`config.mk`:
```
export PLATFORM = sky130hd
export DESIGN_NAME = pc_fetch_unit
export DESIGN_NICKNAME = d
export VERILOG_FILES = /design/src/rtl/rv_core_pkg.sv /design/src/rtl/pc_fetch_unit_next_pc_sel.sv /design/src/rtl/pc_fetch_unit.sv
export SDC_FILE = /design/constraint.sdc
export NUM_CORES = 1
export LEC_CHECK = 0
export CAP_MARGIN = 20
export CORE_MARGIN = 8
export CORE_UTILIZATION = 45
export DETAILED_ROUTE_END_ITERATION = 8
export HOLD_SLACK_MARGIN = 0.15
export PLACE_DENSITY = 0.83
export SYNTH_ARGS = -nofsm -noshare
export SYNTH_HDL_FRONTEND = slang
export SYNTH_SLANG_ARGS = --single-unit
```
`constraint.sdc`:
```
create_clock -name clk -period 7.53 [get_ports clk]
set_clock_uncertainty 0.2 [all_clocks]
set_input_delay 1.1295 -clock clk [delete_from_list [all_inputs] [get_ports clk]]
set_output_delay 1.1295 -clock clk [all_outputs]
set_load 0.005 [all_outputs]
```
`src/rtl/rv_core_pkg.sv`:
```
// Shared types and constants for the PC/fetch stage of the single-cycle RISC-V core.
package rv_core_pkg;

    typedef enum logic [1:0] {
        ST_IDLE  = 2'd0,
        ST_FETCH = 2'd1,
        ST_EXEC  = 2'd2,
        ST_HALT  = 2'd3
    } fetch_state_t;

    typedef struct packed {
        logic branch;
        logic zero;
        logic jal;
        logic jalr;
    } pc_ctrl_t;

    localparam logic [31:0] NOP_INSTR        = 32'h0000_0013;
    localparam logic [31:0] RESET_PC_DEFAULT = 32'h0040_0000;

endpackage

```
`src/rtl/pc_fetch_unit_next_pc_sel.sv`:
```
// Next-PC priority mux: JALR, then JAL, then taken branch, then sequential.
module next_pc_sel
    import rv_core_pkg::*;
#(
    parameter int XLEN = 32
) (
    input  pc_ctrl_t        ctrl,
    input  logic [XLEN-1:0] pc,
    input  logic [XLEN-1:0] imm,
    input  logic [XLEN-1:0] rs1_val,
    output logic [XLEN-1:0] next_pc,
    output logic [XLEN-1:0] pc_plus4
);

    logic [XLEN-1:0] jalr_sum;
    logic [XLEN-1:0] pc_rel;

    assign pc_plus4 = pc + XLEN'(4);
    assign pc_rel   = pc + imm;
    assign jalr_sum = rs1_val + imm;

    always_comb begin
        next_pc = pc_plus4;
        if (ctrl.jalr)
            next_pc = {jalr_sum[XLEN-1:1], 1'b0};
        else if (ctrl.jal)
            next_pc = pc_rel;
        else if (ctrl.branch && ctrl.zero)
            next_pc = pc_rel;
    end

endmodule

```
`src/rtl/pc_fetch_unit.sv`:
```
// PC register, fetch handshake FSM and retired-instruction counter.
// Optional misaligned-target trap with HALT state under PC_MISALIGN_TRAP_EN.
module pc_fetch_unit
    import rv_core_pkg::*;
#(
    parameter int              XLEN     = 32,
    parameter logic [XLEN-1:0] RESET_PC = RESET_PC_DEFAULT
) (
    input  logic            clk,
    input  logic            rst,
    input  logic            Branch,
    input  logic            Zero,
    input  logic            JalFunct,
    input  logic            PCMux,
    input  logic [XLEN-1:0] imm,
    input  logic [XLEN-1:0] rs1_val,
    input  logic            exec_hold,
    output logic            imem_req,
    output logic [XLEN-1:0] imem_addr,
    input  logic            imem_ready,
    input  logic [31:0]     imem_rdata,
    output logic [XLEN-1:0] pc,
    output logic [XLEN-1:0] pc_plus4,
    output logic [31:0]     instr,
    output logic            instr_valid,
    output logic [31:0]     instret
`ifdef PC_MISALIGN_TRAP_EN
    ,
    output logic            misalign_trap
`endif
);

    fetch_state_t    state;
    pc_ctrl_t        ctrl;
    logic [XLEN-1:0] next_pc;

    assign ctrl = '{branch: Branch, zero: Zero, jal: JalFunct, jalr: PCMux};

    next_pc_sel #(.XLEN(XLEN)) u_next_pc_sel (
        .ctrl     (ctrl),
        .pc       (pc),
        .imm      (imm),
        .rs1_val  (rs1_val),
        .next_pc  (next_pc),
        .pc_plus4 (pc_plus4)
    );

    // pc only changes on EXEC exit, so the address is stable for the whole fetch
    assign imem_addr = pc;

    always_ff @(posedge clk) begin
        if (rst) begin
            state         <= ST_IDLE;
            pc            <= RESET_PC;
            instr         <= NOP_INSTR;
            instret       <= '0;
            imem_req      <= 1'b0;
            instr_valid   <= 1'b0;
`ifdef PC_MISALIGN_TRAP_EN
            misalign_trap <= 1'b0;
`endif
        end else begin
            case (state)
                ST_IDLE: begin
                    state    <= ST_FETCH;
                    imem_req <= 1'b1;
                end
                ST_FETCH: begin
                    if (imem_ready) begin
                        instr       <= imem_rdata;
                        state       <= ST_EXEC;
                        imem_req    <= 1'b0;
                        instr_valid <= 1'b1;
                    end
                end
                ST_EXEC: begin
                    if (!exec_hold) begin
                        instret     <= instret + 32'd1;
                        instr_valid <= 1'b0;
`ifdef PC_MISALIGN_TRAP_EN
                        if (next_pc[1:0] != 2'b00) begin
                            misalign_trap <= 1'b1;
                            state         <= ST_HALT;
                        end else begin
                            pc       <= next_pc;
                            state    <= ST_FETCH;
                            imem_req <= 1'b1;
                        end
`else
                        pc       <= next_pc & ~XLEN'(3);
                        state    <= ST_FETCH;
                        imem_req <= 1'b1;
`endif
                    end
                end
`ifdef PC_MISALIGN_TRAP_EN
                ST_HALT: begin
                    imem_req    <= 1'b0;
                    instr_valid <= 1'b0;
                end
`endif
                default: begin
                    state       <= ST_IDLE;
                    imem_req    <= 1'b0;
                    instr_valid <= 1'b0;
                end
            endcase
        end
    end

endmodule
```
## Yosys cells after proc, flatten, opt, wreduce, memory -nomap -nowiden

Index checks and enable logic that the tools add are counted.

- Register bits after elaboration: 98
- Input bits: 104
- Output and inout bits: 162
- Word-level logic and storage cells: 34

- Add/sub/neg operators: 4
- Eq/ne operators: 4
- Mux-type cells: 12
- Bitwise gates (word level): 2
- Reductions and logical operators: 6

Operator list:

| cell | count |
|---|---|
| two-way mux 32 bit | 3 |
| adder 32 bit | 2 |
| adder 32 x 1 -> 32 bit (second input constant) | 1 |
| adder 32 x 3 -> 32 bit (second input constant) | 1 |
| one-hot mux 1 bit (3 select lines) | 2 |
| one-hot mux 2 bit (3 select lines) | 1 |
| AND reduction 2 bit | 3 |
| two-way mux 1 bit | 4 |
| two-way mux 2 bit | 2 |
| != test 2 bit (second input constant) | 2 |
| AND reduction 3 bit | 1 |
| == test 2 x 1 -> 1 bit (second input constant) | 1 |
| == test 2 bit (second input constant) | 1 |
| logical NOT 2 bit | 1 |
| inverter 1 bit | 2 |
| logical AND 1 bit | 1 |

## Logic depth before layout (Yosys ltp)

- Depth after elaboration: 4
- Depth in mapped cells: 11

## Hierarchy

From an unflattened synthesis, not the netlist that was laid out.

- Cells, all modules: 1135
- Area total of the unflattened synthesis: 8394.3 um2

By module, submodules not included:

| module | times used | cells each | area an instance (um2) | seq. area each (um2) |
|---|---|---|---|---|
| next_pc_sel | 1 | 643 | 4384.2 | 0.0 |
| pc_fetch_unit | 1 | 492 | 4010.1 | 1941.9 |

## Worst setup path before layout

OpenSTA, ideal clock, no wires.

- Path type: input port to flip-flop
- Start point: in imm[4]
- End point: reg pc[27] (netlist: imem_addr[27])
- Setup time: 114 ps
- Arrival time: 3452 ps
- Slack: 3763 ps
- Stages: 10
- Path buffers: 0
- Cell sequence: ha_1 a21o_1 a21oi_2 or4b_4 a31oi_4 a2111oi_4 a221oi_4 xnor2_1 nor2_1 a2111oi_0

- Longest elaborated chain between the ends: 4

Ends and longest elaborated chain:

| element | RTL line | RTL |
|---|---|---|
| start, declared | pc_fetch_unit.sv:15 | `input logic [XLEN-1:0] imm,` |
| adder 32 bit | pc_fetch_unit_next_pc_sel.sv:19 | `assign pc_rel = pc + imm;` |
| two-way mux 32 bit | pc_fetch_unit_next_pc_sel.sv:28 | `else if (ctrl.branch && ctrl.zero)` |
| two-way mux 32 bit | pc_fetch_unit_next_pc_sel.sv:26 | `else if (ctrl.jal)` |
| two-way mux 32 bit * | pc_fetch_unit_next_pc_sel.sv:24 | `if (ctrl.jalr)` |
| end signal, assigned | pc_fetch_unit.sv:90 | `pc <= next_pc & ~XLEN'(3);` |
| end, declared | pc_fetch_unit.sv:22 | `output logic [XLEN-1:0] pc,` |

Every way passes the cells marked *; elsewhere a longest branch is shown, timed or not.
A chain may end at the register's enable or synchronous reset.

## Worst setup path after layout

- Start point: reg pc[3] (netlist: imem_addr[3])
- End point: out pc_plus4[30]

- Longest elaborated chain between the ends: 1

Ends and longest elaborated chain:

| element | RTL line | RTL |
|---|---|---|
| adder 32 x 3 -> 32 bit | pc_fetch_unit_next_pc_sel.sv:18 | `assign pc_plus4 = pc + XLEN'(4);` |
| end, declared | pc_fetch_unit.sv:23 | `output logic [XLEN-1:0] pc_plus4,` |

No other way between the ends.

==> metrics.txt <==
# TYPE chip_impl_metric gauge
chip_impl_info{name="critPathTopFamily",value="simple AND/OR/NAND/NOR gates"} 1
chip_impl_metric{name="switching_share_of_power",unit="%"} 30.9
chip_impl_metric{name="met3_length",unit="mm"} 2.44
chip_impl_metric{name="final-hold-violation-count",unit=""} 0
chip_impl_metric{name="synth.yosys.warnings",unit=""} 0
chip_impl_metric{name="nFillCells",unit=""} 1488
chip_impl_metric{name="route.antenna.remaining_nets",unit=""} 0
chip_impl_metric{name="fraction_of_final_layout_cells_with_drive_strength_greater_than_1",unit="%"} 3.42
chip_impl_metric{name="total_negative_setup_slack",unit="ns"} 0
chip_impl_metric{name="pwr_density_cell",unit="mW/mm²"} 133
chip_impl_metric{name="gr_usage_total",unit="%"} 23.0
chip_impl_metric{name="ys_types",unit=""} 72
chip_impl_metric{name="die_x",unit="µm"} 149
chip_impl_info{name="mostFrequentLayoutCells",value="sky130_fd_sc_hd__clkdlybuf4s50_1 (258), sky130_fd_sc_hd__nand2_1 (143), sky130_fd_sc_hd__a21oi_1 (115)"} 1
chip_impl_metric{name="internal_power",unit="µW"} 986
chip_impl_metric{name="effective_utilization_at_floorplan",unit="%"} 45.9
chip_impl_metric{name="post_route_fraction_of_the_period_consumed_by_the_critical_path",unit="%"} 60.6
chip_impl_metric{name="finalHoldWorstSlack",unit="ns"} 0.256
chip_impl_metric{name="layout-area-overhead-vs-synth",unit="%"} 36.0
chip_impl_info{name="outcome",value="completed"} 1
chip_impl_info{name="synth.top_cells.by_area",value="sky130_fd_sc_hd__dfxtp_1 (25%), sky130_fd_sc_hd__ha_1 (9.6%), sky130_fd_sc_hd__a21oi_1 (7.3%), sky130_fd_sc_hd__nand2_1 (6.8%), sky130_fd_sc_hd__xnor2_1 (6.6%)"} 1
chip_impl_info{name="synth.largest_area_cell",value="sky130_fd_sc_hd__dfxtp_1"} 1
chip_impl_metric{name="drcViolationCount",unit=""} 0
chip_impl_metric{name="antenna_found_initial",unit=""} 0
chip_impl_metric{name="first_iter_violations",unit=""} 600
chip_impl_metric{name="dp.cells",unit=""} 1465
chip_impl_metric{name="detail_route.wl_per_cell",unit="µm"} 17.8
chip_impl_metric{name="grt_first_pass_wirelength",unit="mm"} 41.7
chip_impl_metric{name="cp.arrival",unit="ns"} 3.24
chip_impl_info{name="topRoutingLayerUsed",value="met4"} 1
chip_impl_metric{name="seq_area_frac_synth",unit="%"} 24.5
chip_impl_metric{name="coreArea",unit="mm²"} 0.0172
chip_impl_metric{name="pwr-share-clk",unit="%"} 34.8
chip_impl_info{name="rsz_0062_raised_after_global_routing",value="no"} 1
chip_impl_metric{name="number_of_global_route_vias_before_repair",unit=""} 8025
chip_impl_metric{name="async_flop_share",unit="%"} 0
chip_impl_metric{name="path_max_fanout",unit=""} 8
chip_impl_metric{name="holdBufCountCts",unit=""} 0
chip_impl_metric{name="overall_die_area",unit="mm²"} 0.0221
chip_impl_metric{name="insertedDiodeCount",unit=""} 0
chip_impl_metric{name="clock_tree.htree_level_count",unit=""} 3
chip_impl_metric{name="cts_setup_buffers",unit=""} 0
chip_impl_metric{name="met2_length",unit="mm"} 12.1
chip_impl_metric{name="routed_wl",unit="mm"} 26.4
chip_impl_metric{name="finalNonFillerCells",unit=""} 1481
chip_impl_info{name="cell_with_the_biggest_individual_delay_on_the_critical_path",value="sky130_fd_sc_hd__clkdlybuf4s50_1"} 1
chip_impl_metric{name="routed_via_density",unit=""} 5.71
chip_impl_metric{name="wl_met1",unit="mm"} 11.4
chip_impl_metric{name="numPortBuffers",unit=""} 259
chip_impl_metric{name="design.final.nets",unit=""} 1417
chip_impl_info{name="critical_path_cell_by_cell",value="ha_1 -> inv_1 -> nor2_1 -> and3_1 -> and3_1 -> nand3_1 -> xnor2_1 -> clkdlybuf4s50_1"} 1
chip_impl_metric{name="total_number_of_vias",unit=""} 8457
chip_impl_metric{name="per_instance_average_area_after_synthesis",unit="µm²"} 7.58
chip_impl_info{name="cts_tree",value="done"} 1
chip_impl_metric{name="max_root_sink_buffers",unit=""} 2
chip_impl_info{name="crit_type",value="reg2out"} 1
chip_impl_info{name="timing.critical_path.to_type",value="primary output"} 1
chip_impl_metric{name="post_synth_inst_count",unit=""} 1044
chip_impl_metric{name="max_freq",unit="GHz"} 0.219
chip_impl_metric{name="p_switching",unit="µW"} 440
chip_impl_metric{name="gp_congestion",unit=""} 0.955
chip_impl_metric{name="drt_pass1_iterations",unit=""} 5
chip_impl_metric{name="power.leakage",unit="nW"} 4.21
chip_impl_metric{name="clk_pin_slew_worst_paths",unit="ns"} 0.08
chip_impl_metric{name="cts.sink_count",unit=""} 97
chip_impl_metric{name="cap_violations",unit=""} 0
chip_impl_metric{name="clock_network_latency_to_the_later_pin_of_the_worst_skew_pair",unit="ns"} 0.35
chip_impl_info{name="setup.worst_path.start_class",value="flip-flop"} 1
chip_impl_metric{name="setup_viol",unit=""} 0
chip_impl_metric{name="globalRouteOverflowTotal",unit=""} 0
chip_impl_metric{name="share_seq_of_total_power",unit="%"} 37.9
chip_impl_metric{name="synth.top_cell.area_share",unit="%"} 24.5
chip_impl_metric{name="number_of_enable_flip_flop_cells_after_synthesis",unit=""} 0
chip_impl_info{name="post_synth_top_flop",value="sky130_fd_sc_hd__dfxtp_1"} 1
chip_impl_metric{name="worstPathRequired",unit="ns"} 6.20
chip_impl_metric{name="worst_pin_slew",unit="ns"} 0.938
chip_impl_info{name="hold_path_class",value="reg2reg"} 1
chip_impl_metric{name="std_cell_rows",unit=""} 48
chip_impl_info{name="clockRootBuffer",value="sky130_fd_sc_hd__clkbuf_16"} 1
chip_impl_metric{name="synth.ff_latch_count",unit=""} 97
chip_impl_metric{name="timing_max_transition_violations_final",unit=""} 0
chip_impl_metric{name="y_dimension_of_the_die",unit="µm"} 149
chip_impl_metric{name="grt_max_degree",unit=""} 87
chip_impl_metric{name="power.ir.vdd_worst",unit="mV"} 0.111
chip_impl_metric{name="total_power",unit="mW"} 1.43
chip_impl_info{name="final_common_cell",value="sky130_fd_sc_hd__clkdlybuf4s50_1"} 1
chip_impl_info{name="cp_common_cell",value="sky130_fd_sc_hd__and3_1"} 1
chip_impl_metric{name="largest_stage_delay_on_the_critical_path",unit="ns"} 0.55
chip_impl_metric{name="netlist_area",unit="mm²"} 0.00792
chip_impl_metric{name="place_hpwl",unit="mm"} 20.6
chip_impl_metric{name="tritoncts.num_buffers",unit=""} 9
chip_impl_metric{name="p_comb_share",unit="%"} 27.3
chip_impl_metric{name="boundaryPins",unit=""} 266
chip_impl_metric{name="finalCriticalPeriod",unit="ns"} 4.57
chip_impl_metric{name="ctsResizeCount",unit=""} 0
chip_impl_metric{name="worst_path_buf_inv",unit=""} 2
chip_impl_metric{name="slew_headroom",unit="%"} 37.4
-- stage by stage --
stage	util, %	setup slack (ns)	instance area, µm²
2_1_floorplan	-	3.76	7940
3_3_place_gp	60.6	2.99	10500
3_5_place_dp	60.6	2.95	10500
4_1_cts	62.5	2.95	10800
5_1_grt	62.5	2.82	10800
6_report	62.5	2.96	10800
-- layout make-up --
class | count | area, µm² | share of cell area, %
clock buffer | 9 | 225 | 2.09
multi-input combinational | 859 | 5520 | 51.3
inverter | 18 | 67.6 | 0.628
clock inverter | 7 | 90.1 | 0.837
sequential | 97 | 1940 | 18.0
timing repair buffer | 266 | 2640 | 24.5
tap | 225 | 282 | 2.61
-- power by group through the flow --
| stage | combinational (mW) | clock, mW | sequential (mW) |
|---|---|---|---|
| 2_1_floorplan | 0.232 | 0 | 0.552 |
| 3_3_place_gp | 0.379 | 0 | 0.553 |
| 3_5_place_dp | 0.383 | 0 | 0.553 |
| 4_1_cts | 0.386 | 0.503 | 0.541 |
| 5_1_grt | 0.424 | 0.523 | 0.544 |
| 6_report | 0.389 | 0.496 | 0.541 |
-- worst paths after layout --
kind | start | depth (start not counted) | slack, ns | end
max reg2reg | imem_addr[2]$_SDFFE_PP0P_ | 11 | 4.03 | imem_addr[26]$_SDFFE_PP0P_
min | instr[10]$_SDFFE_PP0P_ | 2 | 0.26 | instr[10]$_SDFFE_PP0P_
min reg2reg | instr[10]$_SDFFE_PP0P_ | 2 | 0.26 | instr[10]$_SDFFE_PP0P_
max | imem_addr[3]$_SDFFE_PP0P_ | 8 | 2.96 | pc_plus4[30]
-- registers in the layout (all words and copies together) (netlist names) --
name	cells
instr	32
instret	32
imem_addr	30
state	2
instr_valid	1
-- routing by layer --
metal / vias up / GRT usage, %
met2: 390 / 37.9
met4: 0 / 7.39
li1: 4140 / -
met1: 3891 / 29.2
met3: 36 / 5.01
met5: - / 0
-- kinds of logic after synthesis --
family / share of synthesized area (%)
flip-flops: 24.5
adder cells (fa/ha/maj): 9.89
AO/OA/AOI/OAI: 25.2
XOR/XNOR: 10.8
buffers and inverters: 6.12
AND/OR/NAND/NOR: 22.7
other: 0.0474
multiplexers: 0.648
-- worst min-delay path, stage by stage, from the launching register on --
cell                      delay [ns]
sky130_fd_sc_hd__dfxtp_1        0.31
sky130_fd_sc_hd__nand2_1        0.05
sky130_fd_sc_hd__a21oi_1        0.05
-- Yosys cell counts, drive strengths merged, types with 8 or more instances --
library cell	instances
nand2	143
a21oi	117
dfxtp	97
nor2	96
ha	61
xnor2	60
o21ai	45
buf	40
xor2	38
nand3	37
clkbuf	35
a21o	33
a211oi	24
nand4	20
and3	19
inv	17
nor3	16
a31oi	11
or3	9
nand2b	8
nor2b	8
Note: power is estimated with default switching activity, not from simulation.
